**src/rtl/pic_init_sequencer.sv**
```systemverilog
// pic_init_sequencer
// Turns raw CPU bus writes into classified ICW/OCW commands for the PIC core.
// Holds the resulting configuration registers and the init state machine.
// Also produces a registered read qualifier.
module pic_init_sequencer (
  input  logic       clk,
  input  logic       rst,
  input  logic       cs_n,
  input  logic       wr_n,
  input  logic       rd_n,
  input  logic       a0,
  input  logic [7:0] din,
  output logic [2:0] wr_cur,
  output logic       wr_strobe,
  output logic [7:0] ds_out,
  output logic       init_reset,
  output logic       init_done,
  output logic       sngl,
  output logic       ltim,
  output logic       ic4,
  output logic       no_icw4,
  output logic [4:0] vector_base,
  output logic [7:0] icw3_val,
  output logic       aeoi,
  output logic [7:0] imr,
  output logic [2:0] ocw2_cmd,
  output logic [2:0] ocw2_level,
  output logic       ocw2_strobe,
  output logic       rd_sel,
  output logic       rd_flag
);

  localparam logic [2:0] CMD_ICW1 = 3'b000;
  localparam logic [2:0] CMD_ICW2 = 3'b001;
  localparam logic [2:0] CMD_ICW3 = 3'b010;
  localparam logic [2:0] CMD_ICW4 = 3'b011;
  localparam logic [2:0] CMD_OCW1 = 3'b100;
  localparam logic [2:0] CMD_OCW2 = 3'b101;
  localparam logic [2:0] CMD_OCW3 = 3'b110;
  localparam logic [2:0] CMD_NONE = 3'b111;

  localparam logic [2:0] S_WAIT_ICW1 = 3'd0;
  localparam logic [2:0] S_WAIT_ICW2 = 3'd1;
  localparam logic [2:0] S_WAIT_ICW3 = 3'd2;
  localparam logic [2:0] S_WAIT_ICW4 = 3'd3;
  localparam logic [2:0] S_READY     = 3'd4;

  logic [2:0] state_q, state_d;
  logic       wr_q;
  logic       cap_q;
  logic       a0_q;
  logic [7:0] din_q;
  logic       commit;
  logic       accept;
  logic [2:0] code;

  logic [2:0] wr_cur_q;
  logic       wr_strobe_q, init_reset_q, ocw2_strobe_q;
  logic [7:0] ds_out_q, icw3_q, imr_q;
  logic       sngl_q, ltim_q, ic4_q, aeoi_q, rd_sel_q, rd_flag_q;
  logic [4:0] vector_base_q;
  logic [2:0] ocw2_cmd_q, ocw2_level_q;

  // Hold the last byte seen while selected and write is low; a deselect during the low phase drops it
  always_ff @(posedge clk or posedge rst) begin
    if (rst) begin
      wr_q  <= 1'b1;
      cap_q <= 1'b0;
      a0_q  <= 1'b0;
      din_q <= 8'h00;
    end else begin
      wr_q <= wr_n;
      if (!wr_n) begin
        cap_q <= !cs_n;
        if (!cs_n) begin
          a0_q  <= a0;
          din_q <= din;
        end
      end else begin
        cap_q <= 1'b0;
      end
    end
  end

  // Classify the held write on the rising edge of wr_n and pick the next init state
  always_comb begin
    commit  = !wr_q && wr_n && cap_q;
    accept  = 1'b0;
    code    = CMD_NONE;
    state_d = state_q;
    if (commit) begin
      if (!a0_q && din_q[4]) begin
        accept  = 1'b1;
        code    = CMD_ICW1;
        state_d = S_WAIT_ICW2;
      end else begin
        case (state_q)
          S_WAIT_ICW2: if (a0_q) begin
            accept  = 1'b1;
            code    = CMD_ICW2;
            state_d = !sngl_q ? S_WAIT_ICW3 : (ic4_q ? S_WAIT_ICW4 : S_READY);
          end
          S_WAIT_ICW3: if (a0_q) begin
            accept  = 1'b1;
            code    = CMD_ICW3;
            state_d = ic4_q ? S_WAIT_ICW4 : S_READY;
          end
          S_WAIT_ICW4: if (a0_q) begin
            accept  = 1'b1;
            code    = CMD_ICW4;
            state_d = S_READY;
          end
          S_READY: begin
            accept = 1'b1;
            code   = a0_q ? CMD_OCW1 : (din_q[3] ? CMD_OCW3 : CMD_OCW2);
          end
          default: ;
        endcase
      end
    end
  end

  // Apply accepted commands to the configuration registers and fire the one-cycle strobes
  always_ff @(posedge clk or posedge rst) begin
    if (rst) begin
      state_q       <= S_WAIT_ICW1;
      wr_cur_q      <= CMD_NONE;
      ds_out_q      <= 8'h00;
      wr_strobe_q   <= 1'b0;
      init_reset_q  <= 1'b0;
      ocw2_strobe_q <= 1'b0;
      sngl_q        <= 1'b0;
      ltim_q        <= 1'b0;
      ic4_q         <= 1'b0;
      aeoi_q        <= 1'b0;
      vector_base_q <= 5'd0;
      icw3_q        <= 8'h00;
      imr_q         <= 8'h00;
      ocw2_cmd_q    <= 3'd0;
      ocw2_level_q  <= 3'd0;
      rd_sel_q      <= 1'b0;
    end else begin
      state_q       <= state_d;
      wr_strobe_q   <= accept;
      init_reset_q  <= accept && (code == CMD_ICW1);
      ocw2_strobe_q <= accept && (code == CMD_OCW2);
      if (accept) begin
        wr_cur_q <= code;
        ds_out_q <= din_q;
        case (code)
          CMD_ICW1: begin
            ltim_q        <= din_q[3];
            sngl_q        <= din_q[1];
            ic4_q         <= din_q[0];
            imr_q         <= 8'h00;
            aeoi_q        <= 1'b0;
            ocw2_cmd_q    <= 3'd0;
            ocw2_level_q  <= 3'd0;
            vector_base_q <= 5'd0;
            icw3_q        <= 8'h00;
            rd_sel_q      <= 1'b0;
          end
          CMD_ICW2: vector_base_q <= din_q[7:3];
          CMD_ICW3: icw3_q <= din_q;
          CMD_ICW4: aeoi_q <= din_q[1];
          CMD_OCW1: imr_q <= din_q;
          CMD_OCW2: begin
            ocw2_cmd_q   <= din_q[7:5];
            ocw2_level_q <= din_q[2:0];
          end
          CMD_OCW3: if (din_q[1]) rd_sel_q <= din_q[0];
          default: ;
        endcase
      end
    end
  end

  // Qualify CPU reads only once initialization is complete and no write is in progress
  always_ff @(posedge clk or posedge rst) begin
    if (rst) rd_flag_q <= 1'b0;
    else     rd_flag_q <= !cs_n && !rd_n && wr_n && (state_q == S_READY);
  end

  assign wr_cur      = wr_cur_q;
  assign wr_strobe   = wr_strobe_q;
  assign ds_out      = ds_out_q;
  assign init_reset  = init_reset_q;
  assign init_done   = (state_q == S_READY);
  assign sngl        = sngl_q;
  assign ltim        = ltim_q;
  assign ic4         = ic4_q;
  assign no_icw4     = !ic4_q;
  assign vector_base = vector_base_q;
  assign icw3_val    = icw3_q;
  assign aeoi        = aeoi_q;
  assign imr         = imr_q;
  assign ocw2_cmd    = ocw2_cmd_q;
  assign ocw2_level  = ocw2_level_q;
  assign ocw2_strobe = ocw2_strobe_q;
  assign rd_sel      = rd_sel_q;
  assign rd_flag     = rd_flag_q;

endmodule
```
**config.mk**
```make
export PLATFORM = sky130hd
export DESIGN_NAME = pic_init_sequencer
export DESIGN_NICKNAME = d
export VERILOG_FILES = /design/src/rtl/pic_init_sequencer.sv
export SDC_FILE = /design/constraint.sdc
export NUM_CORES = 1
export LEC_CHECK = 0
export CORE_UTILIZATION = 44
export DETAILED_ROUTE_END_ITERATION = 8
export GPL_ROUTABILITY_DRIVEN = 0
export PLACE_DENSITY = 0.83
export SYNTH_ARGS = -nofsm -noshare
export SYNTH_HDL_FRONTEND = slang
export SYNTH_SLANG_ARGS = --single-unit
```
**constraint.sdc**
```tcl
create_clock -name clk -period 1.8 [get_ports clk]
set_input_delay 0.36 -clock clk [delete_from_list [all_inputs] [get_ports clk]]
set_output_delay 0.36 -clock clk [all_outputs]
set_load 0.05 [all_outputs]
```
# Word level (Yosys, flattened, before mapping)
# Cells that the tools add are included.
# op_classes
n_eq_ne	14
mul	0
bitwise_logic	2
div	0
reduce_logical	31
order_cmp	0
shifts	0
muxes	28
n_addsub	0
# ops
cell	count
two-way mux 3 bit	11
one-hot mux 8 bit (2 select lines)	2
AND reduction 2 bit	7
equality test 3 x 2 -> 1 bit, second input constant	4
equality test 3 bit, second input constant	4
one-hot mux 3 bit (2 select lines)	2
one-hot mux 3 bit (4 select lines)	1
nonzero test 2 bit	6
one-hot mux 5 bit (2 select lines)	1
!= test 3 bit, second input constant	3
one-hot mux 3 bit (3 select lines)	1
logical AND 1 bit	8
equality test 3 x 1 -> 1 bit, second input constant	2
one-hot mux 1 bit (2 select lines)	3
logical NOT 1 bit	5
two-way mux 1 bit	5
AND reduction 5 bit	1
two-way mux 2 bit	2
nonzero test 4 bit	1
logical NOT 3 bit	1
AND reduction 3 bit	1
OR reduction 3 bit	1
!= test 2 bit, second input constant	1
NOT 1 bit	2
# word_totals
rom_bits	0
ramBits	0
latch_bits	0
regBits	61
wordCells	96
in_bits	14
n_memories	0

# Logic depth before layout (Yosys ltp)
# Gate-level depths: netlist of run 1.
# depth
depth_word	8
depth_mapped	7
mapped_depth_nobuf	7

# Least setup slack after synthesis of run 1
# OpenSTA, ideal clock, no wires.
# synth_timing
kind	register to register
from	register state_q[0]
to	register imr_q[1], in the netlist imr[1]
path_slack_ns	0.037
arrival_time_ns	1.638
stages_incl_launch_ff	7
n_path_buf	2
period_less_slack_ns	1.763
cell_sequence	dfrtp_1 -> nor2_2 -> a31oi_1 -> buf_2 -> or3_1 -> buf_6 -> mux2_4
# synth_via
elab_chain_cells	7
# synth_rtl
item	line_no	rtl
start, declared	48	logic [2:0] state_q, state_d;
start signal, assigned	143	state_q <= state_d;
equality test 3 bit (tied with other cells)	97	case (state_q)
one-hot mux 3 bit (4 select lines)	97	
two-way mux 3 bit	92	if (!a0_q && din_q[4]) begin
two-way mux 3 bit	91	if (commit) begin
equality test 3 bit / logical NOT 3 bit (equally long branches)	150	case (code)
nonzero test 2 bit (no source line)	n/a	
AND reduction 2 bit (no source line)	n/a	
end signal, assigned	166	CMD_OCW1: imr_q <= din_q;
end, declared	59	logic [7:0] ds_out_q, icw3_q, imr_q;
# Several ways; a longest one is shown, not always the timed one.
# A chain may end at the register's enable or synchronous reset.

# Worst setup path after layout of run 1
# layout_timing
from	register state_q[2]
to	register imr_q[6], in the netlist imr[6]
# Same word-level chain as after synthesis.

==> flow_metrics.py, run 1 <==
metrics = {
    "floorplanning": {
        "core_sq_um": 5270,
        "start_util": 0.470,
        "fp-row-count": 26,
        "fp.dieH_um": 77,
        "ioPinCount": 63,
        "dieArea_sq_um": 5930,
        "fp.dieW_um": 77,
    },
    "global_route": {
        "grt_pass1_vias": 1884,
        "grt_remaining_overflow": 0,
        "grt_max_degree": 62,
        "grt_pass1_wl_um": 9460,
        "antenna_found_initial": 0,
        "globalRouteTotalUtil": 0.211,
    },
    "clocking": {
        "cts_tree": "done",
        "cts_made_buffers": 9,
        "cts_max_level": 3,
        "cts-root-buf": "clkbuf_8",
        "clock_latency_ns": 0.32,
        "clk_pin_slew_worst_paths_ns": 0.07,
        "cts_hold_buf": 0,
        "clkSinkCount": 61,
        "clockBufferDepth": 2,
    },
    "finish": {
        "drive_gt1_frac": 0.340,
        "n_fill_cell": 419,
        "synthToLayoutAreaGrowth_pct": 42.0,
        "multi_input_area_sq_um": 873,
        "register_area_sq_um": 1530,
        "n_antenna_cell": 0,
        "nNetsFinal": 330,
        "finalInstanceArea_sq_um": 3510,
    },
    "setup_path": {
        "crit_type": "reg -> reg",
        "cp-start-kind": "register",
        "end_kind": "register",
        "worst-path-max-fanout": 7,
        "required_ns": 2.01,
        "reg2regPathDepth": 5,
        "r2r-start": "state_q[2]$_DFFE_PP0P_",
        "timing.rr.end": "imr[6]$_DFFE_PP0P_",
        "crit_arrival_ns": 1.96,
        "regToRegSetupSlack_ns": 0.05,
    },
    "synth": {
        "synth_nets": 244,
        "avgSynthCellArea_sq_um": 10.8,
        "syn_inst": 230,
        "yosysUniqueCellTypes": 42,
        "synth_top_area_share": 0.576,
        "ys_warn_count": 0,
        "synth-seq-cells": 61,
        "seq_area_frac_synth": 0.619,
        "synth_area_leaders": "dfrtp_1 58%, nand2_1 8.5%, o21ai_0 5.1%",
        "yosys.area.top_type": "dfrtp_1",
        "netlist_area_sq_um": 2470,
    },
    "routing": {
        "wire_per_inst_um": 14.3,
        "final_antenna_net_count": 0,
        "routed_via_density": 5.01,
        "drt_iter0_markers": 131,
        "firstDrtPassIters": 4,
        "vias": 1958,
        "wirelength_um": 5580,
        "drc_errors": 0,
    },
    "timing": {
        "min_period_over_period": 0.973,
        "relSlewSlack": 0.738,
        "worst_slack_ns": 0.0477,
        "drv_slew": 0,
        "min_period_ns": 1.75,
        "finalHoldViolations": 0,
        "worst-slew-pin-transition_ns": 0.383,
        "rsz0062_at_grt": "true",
        "setup_viol": 0,
        "skew_ns": 0.00661,
        "fmax_mhz": 571,
    },
    "pwr": {
        "power_density_nw_per_um2": 1580,
        "peakVddDrop_uv": 985,
        "leakage_nw": 1.79,
        "p_total_mw": 5.56,
    },
    "place": {
        "dpl_cell_area_sq_um": 3250,
        "dp_hpwl_um": 4070,
        "post-place-ws_ns": -0.181,
        "port_buffers": 62,
    },
    "min_path": {
        "hold_path_class": "in -> async",
    },
    "outcome": {
        "status": "finished, final reports clean",
    },
    "run": {
        "maxCapViolCount": 0,
    },
}
==> logic make-up (layout without fill, tap and decap cells) <==
family	count (synthesis)	after routing	synth area share
AND/OR/NAND/NOR	79	79	0.148
flip-flops	61	61	0.619
AO/OA/AOI/OAI	56	56	0.142
buffers and inverters	22	113	0.0389
multiplexers	12	12	0.0526
==> synthesized netlist by cell type <==
cell,count
or2_1,1
dfstp_2,4
o31ai_1,1
nand4bb_1,1
nand3b_1,1
nand2b_1,4
o21ai_0,25
a21oi_1,2
and2b_1,1
mux2i_1,7
mux2_2,4
buf_6,1
a21o_1,1
a31o_2,1
and3_1,1
a31oi_1,1
inv_1,11
o21ai_1,11
buf_1,1
and3b_1,1
nor2b_1,1
dfrtp_1,57
a211oi_4,1
nand2_1,56
mux2_4,1
nand4_1,1
nor4b_1,1
a2111oi_0,1
nor2_2,1
o22a_1,2
or3_1,1
buf_2,2
a22o_1,7
nor2_1,5
inv_2,1
o31a_1,1
clkbuf_1,5
o21a_1,2
and4bb_1,1
nor4_1,1
buf_4,1
nand3b_2,1
==> cell usage in the layout, fill, tap and decap left out, drive strengths merged, types with 2 or more instances in the layout <==
master          n
buf            72
dfrtp          57
nand2          56
o21ai          36
clkdlybuf4s50  13
clkbuf         12
inv            11
mux2i           7
a22o            7
nor2            6
mux2            5
nand2b          4
dfstp           4
o21a            2
a21oi           2
o22a            2
bufinv          2
clkinv          2
nand3b          2
==> power by group <==
part / switching [mW] / internal, mW
logic: 1.47 / 0.795
clock network: 0.494 / 0.851
registers: 0.261 / 1.70
==> repair_timing <==
item / 4_1_cts / 5_1_grt
endpoints found under the setup margin: 8 / 16
setup buffers: 0 / 2
resized for setup: 2 / 6
pin swaps: 0 / 1
==> state kept, by name, indices dropped and copies added, names as in the netlist, 3 cells and up <==
name         cells
icw3_val         8
ds_out           8
din_q            8
wr_cur           3
ocw2_level       3
imr              8
ocw2_cmd         3
state_q          3
vector_base      5
==> metal layers <==
layer / track usage / share of wire
met1: 0.290 / 0.46
met2: 0.324 / 0.48
met3: 0.0440 / 0.048
met4: 0.0887 / 0.014
met5: 0 / 0
==> worst max path at each step <==
stage                                 from                  to  slack, ns  cells after the start
global placement                      wr_n  imr[7]$_DFFE_PP0P_      -0.16                      5
floorplan           state_q[0]$_DFFE_PP0P_  imr[1]$_DFFE_PP0P_       0.04                      6
finish              state_q[2]$_DFFE_PP0P_  imr[6]$_DFFE_PP0P_       0.05                      5
global route        state_q[2]$_DFFE_PP0P_  imr[7]$_DFFE_PP0P_      -0.02                      6
detailed placement                    wr_n  imr[6]$_DFFE_PP0P_      -0.18                      5
CTS                 state_q[2]$_DFFE_PP0P_  imr[2]$_DFFE_PP0P_       0.01                      6
==> area by class of cell <==
| class | count | share of cell area |
|---|---|---|
| Clock buffer | 12 | 0.0441 |
| Clock inverter | 4 | 0.0199 |
| Inverter | 12 | 0.0139 |
| Multi-Input combinational cell | 147 | 0.248 |
| Sequential cell | 61 | 0.436 |
| Tap cell | 70 | 0.0249 |
| Timing Repair Buffer | 85 | 0.212 |
==> critical path: stages (launching register included) <==
cell and delay (ns):
dfrtp_2 0.45, and4bb_1 0.34, a211oi_4 0.06, or3_4 0.40, buf_4 0.17, a22o_1 0.23
==> stage by stage <==
step	setup TNS (ns)	instances	utilization	hold WS (ns)
2_1_floorplan	0	230	-	0.364
3_3_place_gp	-2.43	373	0.616	0.470
3_5_place_dp	-3.38	373	0.616	0.465
4_1_cts	0	389	0.660	0.473
5_1_grt	-0.109	391	0.667	0.488
6_report	0	391	0.667	0.456
(Power assumes the default switching activity.)
==> run 2, diff against run 1 <==
Clock period 1.8 ns to 1.6 ns, I/O delays scaled along.
==> run 2 against run 1 <==
  * The flow now finishes with violations (negative setup slack)
  * Critical path type unchanged
  * Global-route usage grew 0.67 points
  * Sequential power grew 13%
  * Clock skew is essentially flat
  * Combinational power grew 33%
  * Clock power shrank 15%
==> flow_metrics.py, run 2 (synthesis results as in run 1) <==
metrics = {
    "finish": {
        "post-route-util": 0.703,
        "layout_commonest_cell": "buf_4",
        "n_antenna_cell": 0,
        "layout_common_cells": "66 x buf_4, 56 x dfrtp_1, 54 x nand2_1, 20 x o21ai_0, 13 x clkdlybuf4s50_1",
        "synthToLayoutAreaGrowth_pct": 49.8,
        "drive_gt1_frac": 0.395,
        "nNetsFinal": 343,
    },
    "floorplanning": {
        "fp.dieH_um": 77,
        "ioPinCount": 63,
        "fp.dieW_um": 77,
        "dieArea_sq_um": 5930,
        "start_util": 0.470,
        "core_sq_um": 5270,
        "fp-row-count": 26,
    },
    "clocking": {
        "cts_made_buffers": 9,
        "clkSinkCount": 61,
        "cts_tree": "done",
        "clock_latency_ns": 0.33,
        "cts_hold_buf": 0,
        "clk_pin_slew_worst_paths_ns": 0.06,
        "cts_max_level": 3,
        "clockBufferDepth": 2,
        "cts-root-buf": "clkbuf_8",
    },
    "setup_path": {
        "r2r-start": "state_q[2]$_DFFE_PP0P_",
        "cp-start-kind": "register",
        "required_ns": 1.81,
        "worst-path-max-fanout": 7,
        "crit_start": "state_q[2]$_DFFE_PP0P_",
        "slowest_delay_ns": 0.43,
        "crit_arrival_ns": 1.90,
        "reg2regPathDepth": 5,
        "crit_path_cell_trace": "and4bb_1 > a211oi_4 > or3_4 > buf_6 > a22o_1",
        "crit_type": "reg -> reg",
        "end_kind": "register",
        "slowest_stage": "dfrtp_1",
    },
    "timing": {
        "fmax_mhz": 594,
        "setup_tns_ns": -0.995,
        "skew_ns": 0.00661,
        "drv_slew": 0,
        "finalHoldViolations": 0,
        "worst-slew-pin-transition_ns": 0.359,
        "setup_viol": 19,
        "worst_slack_ns": -0.0823,
        "relSlewSlack": 0.760,
        "timing.hold.ws_ns": 0.416,
        "rsz0062_at_grt": "true",
        "min_period_ns": 1.68,
        "min_period_over_period": 1.05,
    },
    "place": {
        "post-place-ws_ns": -0.299,
        "port_buffers": 62,
        "dp_hpwl_um": 4150,
    },
    "routing": {
        "routed_via_density": 5.07,
        "wire_per_inst_um": 15.0,
        "firstDrtPassIters": 4,
        "wirelength_um": 6010,
        "final_antenna_net_count": 0,
        "vias": 2038,
        "drt_iter0_markers": 132,
        "drc_errors": 0,
    },
    "pwr": {
        "peakVddDrop_uv": 1270,
        "power_density_nw_per_um2": 1720,
        "leakage_nw": 1.88,
        "p_total_mw": 6.37,
    },
    "min_path": {
        "hold_path_class": "in -> async",
    },
    "outcome": {
        "status": "finished with violations",
        "failed_checks": "negative setup slack",
    },
    "global_route": {
        "grt_pass1_vias": 2024,
        "grt_remaining_overflow": 0,
        "antenna_found_initial": 0,
        "grt_max_degree": 62,
        "grt_pass1_wl_um": 9760,
        "globalRouteTotalUtil": 0.217,
    },
    "run": {
        "maxCapViolCount": 0,
    },
}
-- run 2: cell count changes in the layout (fill, tap and decap cells not counted), sizes merged --
cell,previous run,this run
buf,72,85
bufinv,2,0
-- run 2: worst paths after layout --
| path | slack, ns | endpoint |
|---|---|---|
| worst max-delay path | -0.08 | imr[7]$_DFFE_PP0P_ |
| worst min-delay path | 0.42 | icw3_val[4]$_DFFE_PP0P_ |
| worst max register to register | -0.08 | imr[7]$_DFFE_PP0P_ |
| worst min register to register | 0.50 | icw3_val[2]$_DFFE_PP0P_ |
| max in group asynchronous | 0.87 | wr_cur[2]$_DFFE_PP1P_ |
| min in group clk | 0.50 | icw3_val[2]$_DFFE_PP0P_ |
-- run 2: what timing repair did --
item                                    CTS  global route
pin swaps                                11             3
endpoints found under the setup margin   39            39
gates resized for setup                  18            15
buffers inserted                          2             3
hold endpoints to repair                  0             0
-- run 2: cell type report --
cell class,instances,area [sq um]
multi-input cells,147,935
well taps,70,87.6
repair buffers,98,936
clock buffers,12,155
fillers,394,1560
flip-flops and latches,61,1530
inverters,12,51.3
clock inverters,2,10.0
-- run 2: metrics by stage --
step | instances | area, sq um
CTS | 399 | 3640
floorplan | 230 | 2490
detailed placement | 383 | 3400
global placement | 383 | 3400
finish | 402 | 3710
global route | 402 | 3710
-- run 2: routing by layer --
metal  vias to the layer above  share of wire  GRT usage
li1                        978              -          -
met1                       983           0.44      0.279
met2                        59           0.49      0.353
met3                        18          0.041     0.0345
met4                         0          0.028      0.119
met5                         -              0          0
-- run 2: power by group --
| part | leakage (nW) | internal (mW) | switching, mW | total (mW) |
|---|---|---|---|---|
| clock network | 0.0881 | 0.624 | 0.529 | 1.15 |
| registers | 0.802 | 1.90 | 0.315 | 2.22 |
| logic | 0.991 | 1.20 | 1.79 | 3.00 |
-- run 2: critical path, delay by kind of cell, from the launching register on --
family | cells | cell delay [ns]
AOI/OAI and AO/OA | 2 | 0.26
buffers and inverters | 1 | 0.14
DFF | 1 | 0.43
and+or+nand+nor | 2 | 0.74
